==> src/rtl/fft_spectrum_buffer.sv <==
// fft_spectrum_buffer: captures the first BINS magnitude samples of each FFT
// frame into a ping-pong bank pair and scales them to LCD bar heights. One
// bank is filled while the other is shown, so the LCD always reads a whole,
// stable frame.
//
// Optional feature macro: PEAK_HOLD_EN
//   defined   -> per-bin peak-hold registers with per-frame decay on rd_peak
//   undefined -> no peak storage, rd_peak is tied to 0
module fft_spectrum_buffer #(
  parameter int FFT_N = 128,
  parameter int BINS  = 64,
  parameter int AW    = 6,
  parameter int SHIFT = 4,
  parameter int MAX_H = 255,
  parameter int DECAY = 2
) (
  input  logic          clk_50m,
  input  logic          rst,
  input  logic [15:0]   data_modulus,
  input  logic          data_sop,
  input  logic          data_eop,
  input  logic          data_valid,
  input  logic [AW-1:0] rd_addr,
  output logic [7:0]    rd_height,
  output logic [7:0]    rd_peak,
  output logic          frame_ready,
  output logic          frame_done,
  output logic          frame_err
);

  localparam logic [AW:0] BINS_C  = (AW+1)'(BINS);
  localparam logic [AW:0] CNT_ONE = (AW+1)'(1);
  localparam logic [7:0]  MAX_H_C = 8'(MAX_H);

  typedef enum logic [1:0] {
    S_IDLE,
    S_CAPTURE,
    S_DISCARD
  } state_t;

  state_t      state_q, state_d;
  logic [AW:0] cnt_q, cnt_d;
  logic        wr_bank_q, wr_bank_d;
  logic        frame_ready_q, frame_ready_d;
  logic        frame_done_q, frame_done_d;
  logic        frame_err_q, frame_err_d;
  logic [7:0]  rd_height_q, rd_height_d;

  // Two banks of bar heights; never reset, contents only matter once committed.
  logic [7:0]  bank_mem [0:1][0:BINS-1];

  logic        wr_en;
  logic [AW:0] acc_idx;
  logic [AW:0] acc_next;
  logic        commit;
  logic [15:0] shifted;
  logic [7:0]  h_scaled;
  logic        rd_in_range;

  // FFT_N only documents the frame length (eop marks the end in hardware);
  // DECAY is only consumed by the peak-hold build. Both fold into this sink.
  logic        param_unused;
  assign param_unused = (FFT_N < BINS) ^ (DECAY < 0);

  // Scale the incoming magnitude to a bar height, clamped to MAX_H.
  always_comb begin
    shifted  = data_modulus >> SHIFT;
    h_scaled = shifted[7:0];
    if (shifted > {8'd0, MAX_H_C}) begin
      h_scaled = MAX_H_C;
    end
  end

  // Capture FSM: chooses the bin to write, detects commit/drop, flips banks.
  always_comb begin
    state_d       = state_q;
    cnt_d         = cnt_q;
    wr_bank_d     = wr_bank_q;
    frame_ready_d = frame_ready_q;
    frame_done_d  = 1'b0;
    frame_err_d   = 1'b0;
    wr_en         = 1'b0;
    acc_idx       = '0;
    commit        = 1'b0;

    if (data_valid) begin
      // A sop always restarts at bin 0, from any state; otherwise only
      // CAPTURE stores samples.
      if (data_sop) begin
        wr_en   = 1'b1;
        acc_idx = '0;
      end else if (state_q == S_CAPTURE) begin
        wr_en   = 1'b1;
        acc_idx = cnt_q;
      end
    end

    acc_next = acc_idx + CNT_ONE;

    if (wr_en) begin
      cnt_d = acc_next;
      if (acc_next == BINS_C) begin
        // All bins stored: commit now if this is also eop (BINS == FFT_N),
        // otherwise skip the rest of the frame.
        if (data_eop) begin
          commit = 1'b1;
        end else begin
          state_d = S_DISCARD;
        end
      end else if (data_eop) begin
        frame_err_d = 1'b1;
        cnt_d       = '0;
        state_d     = S_IDLE;
      end else begin
        state_d = S_CAPTURE;
      end
    end else if (data_valid && data_eop && (state_q == S_DISCARD)) begin
      commit = 1'b1;
    end

    if (commit) begin
      wr_bank_d     = ~wr_bank_q;
      frame_done_d  = 1'b1;
      frame_ready_d = 1'b1;
      cnt_d         = '0;
      state_d       = S_IDLE;
    end
  end

  // Read port: display bank chosen by the bank select at the address edge.
  always_comb begin
    rd_in_range = ({1'b0, rd_addr} < BINS_C);
    rd_height_d = 8'd0;
    if (frame_ready_q && rd_in_range) begin
      rd_height_d = bank_mem[~wr_bank_q][rd_addr];
    end
  end

  // Control and read-data registers with asynchronous reset.
  always_ff @(posedge clk_50m or posedge rst) begin
    if (rst) begin
      state_q       <= S_IDLE;
      cnt_q         <= '0;
      wr_bank_q     <= 1'b0;
      frame_ready_q <= 1'b0;
      frame_done_q  <= 1'b0;
      frame_err_q   <= 1'b0;
      rd_height_q   <= 8'd0;
    end else begin
      state_q       <= state_d;
      cnt_q         <= cnt_d;
      wr_bank_q     <= wr_bank_d;
      frame_ready_q <= frame_ready_d;
      frame_done_q  <= frame_done_d;
      frame_err_q   <= frame_err_d;
      rd_height_q   <= rd_height_d;
    end
  end

  // Bank write in the accept cycle, into the bank currently being filled.
  always_ff @(posedge clk_50m) begin
    if (wr_en) begin
      bank_mem[wr_bank_q][acc_idx[AW-1:0]] <= h_scaled;
    end
  end

  assign rd_height   = rd_height_q;
  assign frame_ready = frame_ready_q;
  assign frame_done  = frame_done_q;
  assign frame_err   = frame_err_q;

`ifdef PEAK_HOLD_EN
  localparam logic [7:0] DECAY_C = 8'(DECAY);

  logic [7:0] peak_q [0:BINS-1];
  logic [7:0] peak_d [0:BINS-1];
  logic [7:0] rd_peak_q, rd_peak_d;

  function automatic logic [7:0] sat_decay(input logic [7:0] p);
    if (p > DECAY_C) begin
      return p - DECAY_C;
    end
    return 8'd0;
  endfunction

  // In the frame_done cycle every peak takes max(new height, decayed peak).
  always_comb begin
    for (int i = 0; i < BINS; i++) begin
      peak_d[i] = peak_q[i];
      if (frame_done_q) begin
        if (bank_mem[~wr_bank_q][i] > sat_decay(peak_q[i])) begin
          peak_d[i] = bank_mem[~wr_bank_q][i];
        end else begin
          peak_d[i] = sat_decay(peak_q[i]);
        end
      end
    end
    rd_peak_d = 8'd0;
    if (rd_in_range) begin
      rd_peak_d = peak_q[rd_addr];
    end
  end

  // Peak-hold storage and peak read register with asynchronous reset.
  always_ff @(posedge clk_50m or posedge rst) begin
    if (rst) begin
      for (int i = 0; i < BINS; i++) begin
        peak_q[i] <= 8'd0;
      end
      rd_peak_q <= 8'd0;
    end else begin
      peak_q    <= peak_d;
      rd_peak_q <= rd_peak_d;
    end
  end

  assign rd_peak = rd_peak_q;
`else
  assign rd_peak = 8'd0;
`endif

endmodule

==> config.mk <==
export PLATFORM = sky130hd
export DESIGN_NAME = fft_spectrum_buffer
export DESIGN_NICKNAME = d
export VERILOG_FILES = /design/src/rtl/fft_spectrum_buffer.sv
export SDC_FILE = /design/constraint.sdc
export NUM_CORES = 1
export LEC_CHECK = 0
export BUFFER_PORTS_ARGS = -buffer_cell sky130_fd_sc_hd__buf_2
export CAP_MARGIN = 15
export CORE_AREA = 4 4 266 268
export CTS_BUF_LIST = sky130_fd_sc_hd__clkbuf_16
export DETAILED_ROUTE_END_ITERATION = 8
export DIE_AREA = 0 0 270 272
export PLACE_DENSITY = 0.76
export SETUP_SLACK_MARGIN = 0.2
export SKIP_LAST_GASP = 1
export SLEW_MARGIN = 15
export SYNTH_ARGS = -nofsm -noshare
export SYNTH_HDL_FRONTEND = slang
export SYNTH_SLANG_ARGS = --single-unit
==> constraint.sdc <==
create_clock -name clk_50m -period 3.15 [get_ports clk_50m]
set_input_delay 0.63 -clock clk_50m [delete_from_list [all_inputs] [get_ports clk_50m]]
set_output_delay 0.63 -clock clk_50m [all_outputs]
set_load 0.005 [all_outputs]
==> qor.csv <==
metric;value;unit
status;completed;
critical-path maximum fanout;11;
Buf+Inv Stages, Crit Path;0;
Via density;6.560;
RSZ-0062 raised after global routing;true;
most frequent cell after synthesis;edfxtp_1;
finished layout cell area;0.04704;mm2
I/O Buffers;33;
Ports;46;
Psw;5.529;mW
Yosys reg bits;1045;
share of the yosys chip area belonging to registers;0.7659;
Die Span X;270;um
max-cap violations;0;
largest net degree at the start of global routing;129;
period utilization;0.8960;
Achievable Freq;354.3;MHz
top post-synthesis cells by area;edfxtp_1 (75%), mux4_2 (11%), mux2i_1 (3.8%);
Crit path max-delay family;compound AO/OA/AOI/OAI gates;
Setup Skew;0.03350;ns
CTS tree;yes;
Flop pwr share;0.543;
CTS root buffer;clkbuf_16;
Most used DFF post-synth;edfxtp_1;
Distinct cells, synth;57;
Via Count;21310;
wire per inst;29.29;um
worst min-delay path class;input port to async pin;
clk buf depth;3;
WP data required;3.66;ns
Post-CTS Hold Fix Bufs;0;
PwrDens;591.4;mW/mm2
Max-Slew Margin vs Limit;0.3204;
LEAKAGE;17.93;nW
# rows;96;
All-Layer GR Usage;0.2609;
First-pass DRT Iterations;7;
cell-internal power;22.29;mW
Routed WL;95.15;mm
Die Y;272;um
crit path DAT;3.34;ns
Yosys top cell area share;0.7531;
clk_lat worst skew;0.67;ns
cells along the critical path;mux4_2 -> and4b_1 -> a31oi_1 -> o32ai_1 -> o41ai_1 -> nand3_1;
Final ANT Viol Nets;0;
Core ar.;0.06835;mm2
Mapped Avg Cell Area;19.99;um2
initial antenna violation count;3;
Slew Limit Fails;0;
Starting Density;0.5974;
endpoints failing setup;0;
number of warnings issued by yosys;0;
layout cells sized above 1;0.2671;
die area;0.07344;mm2
Layout area overhead;15.21;%
top post-synthesis cells by count;edfxtp_1 (1024), mux4_2 (200), mux2i_1 (156);
maximum level of the CTS H-tree;3;
Yosys top cell by area;edfxtp_1;
Clock Sinks;1045;
DRT iter0 DRCs;2855;
crit path capture type;register;
CP Launch Type;register;
Final Hold Fails;0;
first-pass GRT wire length;141.8;mm
Logic pwr share;0.023;
Tmin final;2.822;ns
number of global-route vias before repair;21660;
clock power share;0.433;
switch share;0.1988;
TritonCTS Buffers;100;
crit-path max cell delay;0.65;ns
GR Overflow Total;0;
pre-CTS WS;0.1687;ns
Syn Inst Count;2043;
Total Neg Setup Slack;0;ns
Post-synth ARST share;0.02010;
Post-Place Cell Area;0.04366;mm2
fin nets;2311;
Slew @ Worst Pin;1.017;ns
clk slew on worst S/H paths;0.07;ns
crit path kind;register to register;
number of synthesized flops with an enable pin;1024;
Remaining DRCs;0;
gpl congestion;0.8875;
crit path max-delay cell type;dfrtp_4;
maximum VDD drop;437.1;uV
Post-DP HPWL;57.27;mm
Syn Std Cell Area;0.04083;mm2
Final WS setup;0.3277;ns
-- flip-flops by register name (all words and copies together), names as in the netlist --
register / count
state_q: 2
frame_done: 1
rd_height: 8
frame_ready: 1
wr_bank_q: 1
cnt_q: 7
frame_err: 1
bank_mem: 1024
-- logic make-up after synthesis --
group	share of synthesized area
multiplexers	0.1491
buffers and inverters	0.01544
other	0.00009184
AND/OR/NAND/NOR	0.03533
AO/OA/AOI/OAI	0.03270
XOR/XNOR	0.001072
flip-flops	0.7659
adder cells (fa/ha/maj)	0.0003064
-- layer usage --
layer,up-vias,global-route usage,part of all wire
met1,10980,0.3561,0.36
met2,1232,0.4315,0.50
met4,4,0.09432,0.040
met3,231,0.04722,0.094
met5,-,0,0.00027
li1,8870,-,-
-- area by class of cell --
type                            count  area [um2]
Fill cell                        4034       21300
Multi-Input combinational cell    873        9039
Inverter                            4       15.01
Clock buffer                      100        2502
Sequential cell                  1045       31280
Timing Repair Buffer              259        2267
Clock inverter                     85       833.3
Tap cell                          882        1104
Antenna cell                        1       2.502
-- worst paths after layout --
check                                      startpoint                      to  slack [ns]  depth (start not counted)
worst max-delay path            wr_bank_q$_DFFE_PP0P_  rd_height[4]$_DFF_PP0_        0.33                          6
worst min-delay path                              rst  rd_height[5]$_DFF_PP0_        0.18                          2
worst max register to register  wr_bank_q$_DFFE_PP0P_  rd_height[4]$_DFF_PP0_        0.33                          6
worst min register to register   cnt_q[6]$_DFFE_PP0P_    cnt_q[6]$_DFFE_PP0P_        0.54                          2
max in group asynchronous                         rst   wr_bank_q$_DFFE_PP0P_        2.25                          2
min in group clk_50m                       data_valid  state_q[0]$_DFFE_PP0P_        0.25                          2
-- power groups by stage --
stage               logic [mW]  clock network (mW)  registers [mW]
floorplan                0.372                   0            15.4
global placement         0.612                   0            15.4
detailed placement       0.632                   0            15.4
CTS                      0.637                12.2            15.1
global route             0.675                12.8            15.1
finish                   0.647                12.1            15.1
-- cells in the final DEF, fill, tap and decap left out, types with 9 or more instances in the layout --
cell type / instances
edfxtp_1: 1024
mux4_2: 200
buf_4: 195
mux2i_1: 156
nor2_1: 139
clkbuf_16: 100
a22oi_1: 88
nand3_1: 52
nand2_1: 41
buf_2: 32
buf_12: 30
a21oi_1: 27
clkinv_2: 25
clkinv_1: 22
o21ai_0: 20
dfrtp_1: 20
inv_1: 16
bufinv_16: 14
nor2b_1: 12
nand4_1: 9
-- metrics by stage --
| step | utilization | power (mW) | hold WS [ns] | cells |
|---|---|---|---|---|
| 2_1_floorplan | - | 15.79 | 0.4721 | 2050 |
| 3_3_place_gp | 0.6389 | 16.02 | 0.5075 | 3062 |
| 3_5_place_dp | 0.6389 | 16.04 | 0.5200 | 3062 |
| 4_1_cts | 0.6877 | 27.94 | 0.1722 | 3247 |
| 5_1_grt | 0.6883 | 28.62 | 0.2358 | 3248 |
| 6_report | 0.6883 | 27.82 | 0.1821 | 3249 |
-- timing repair --
item | 4_1_cts | 5_1_grt
setup buffers | 0 | 1
resized for setup | 0 | 3
endpoints found under the setup margin | 0 | 6
No activity file was read; power rests on OpenSTA's default activity.
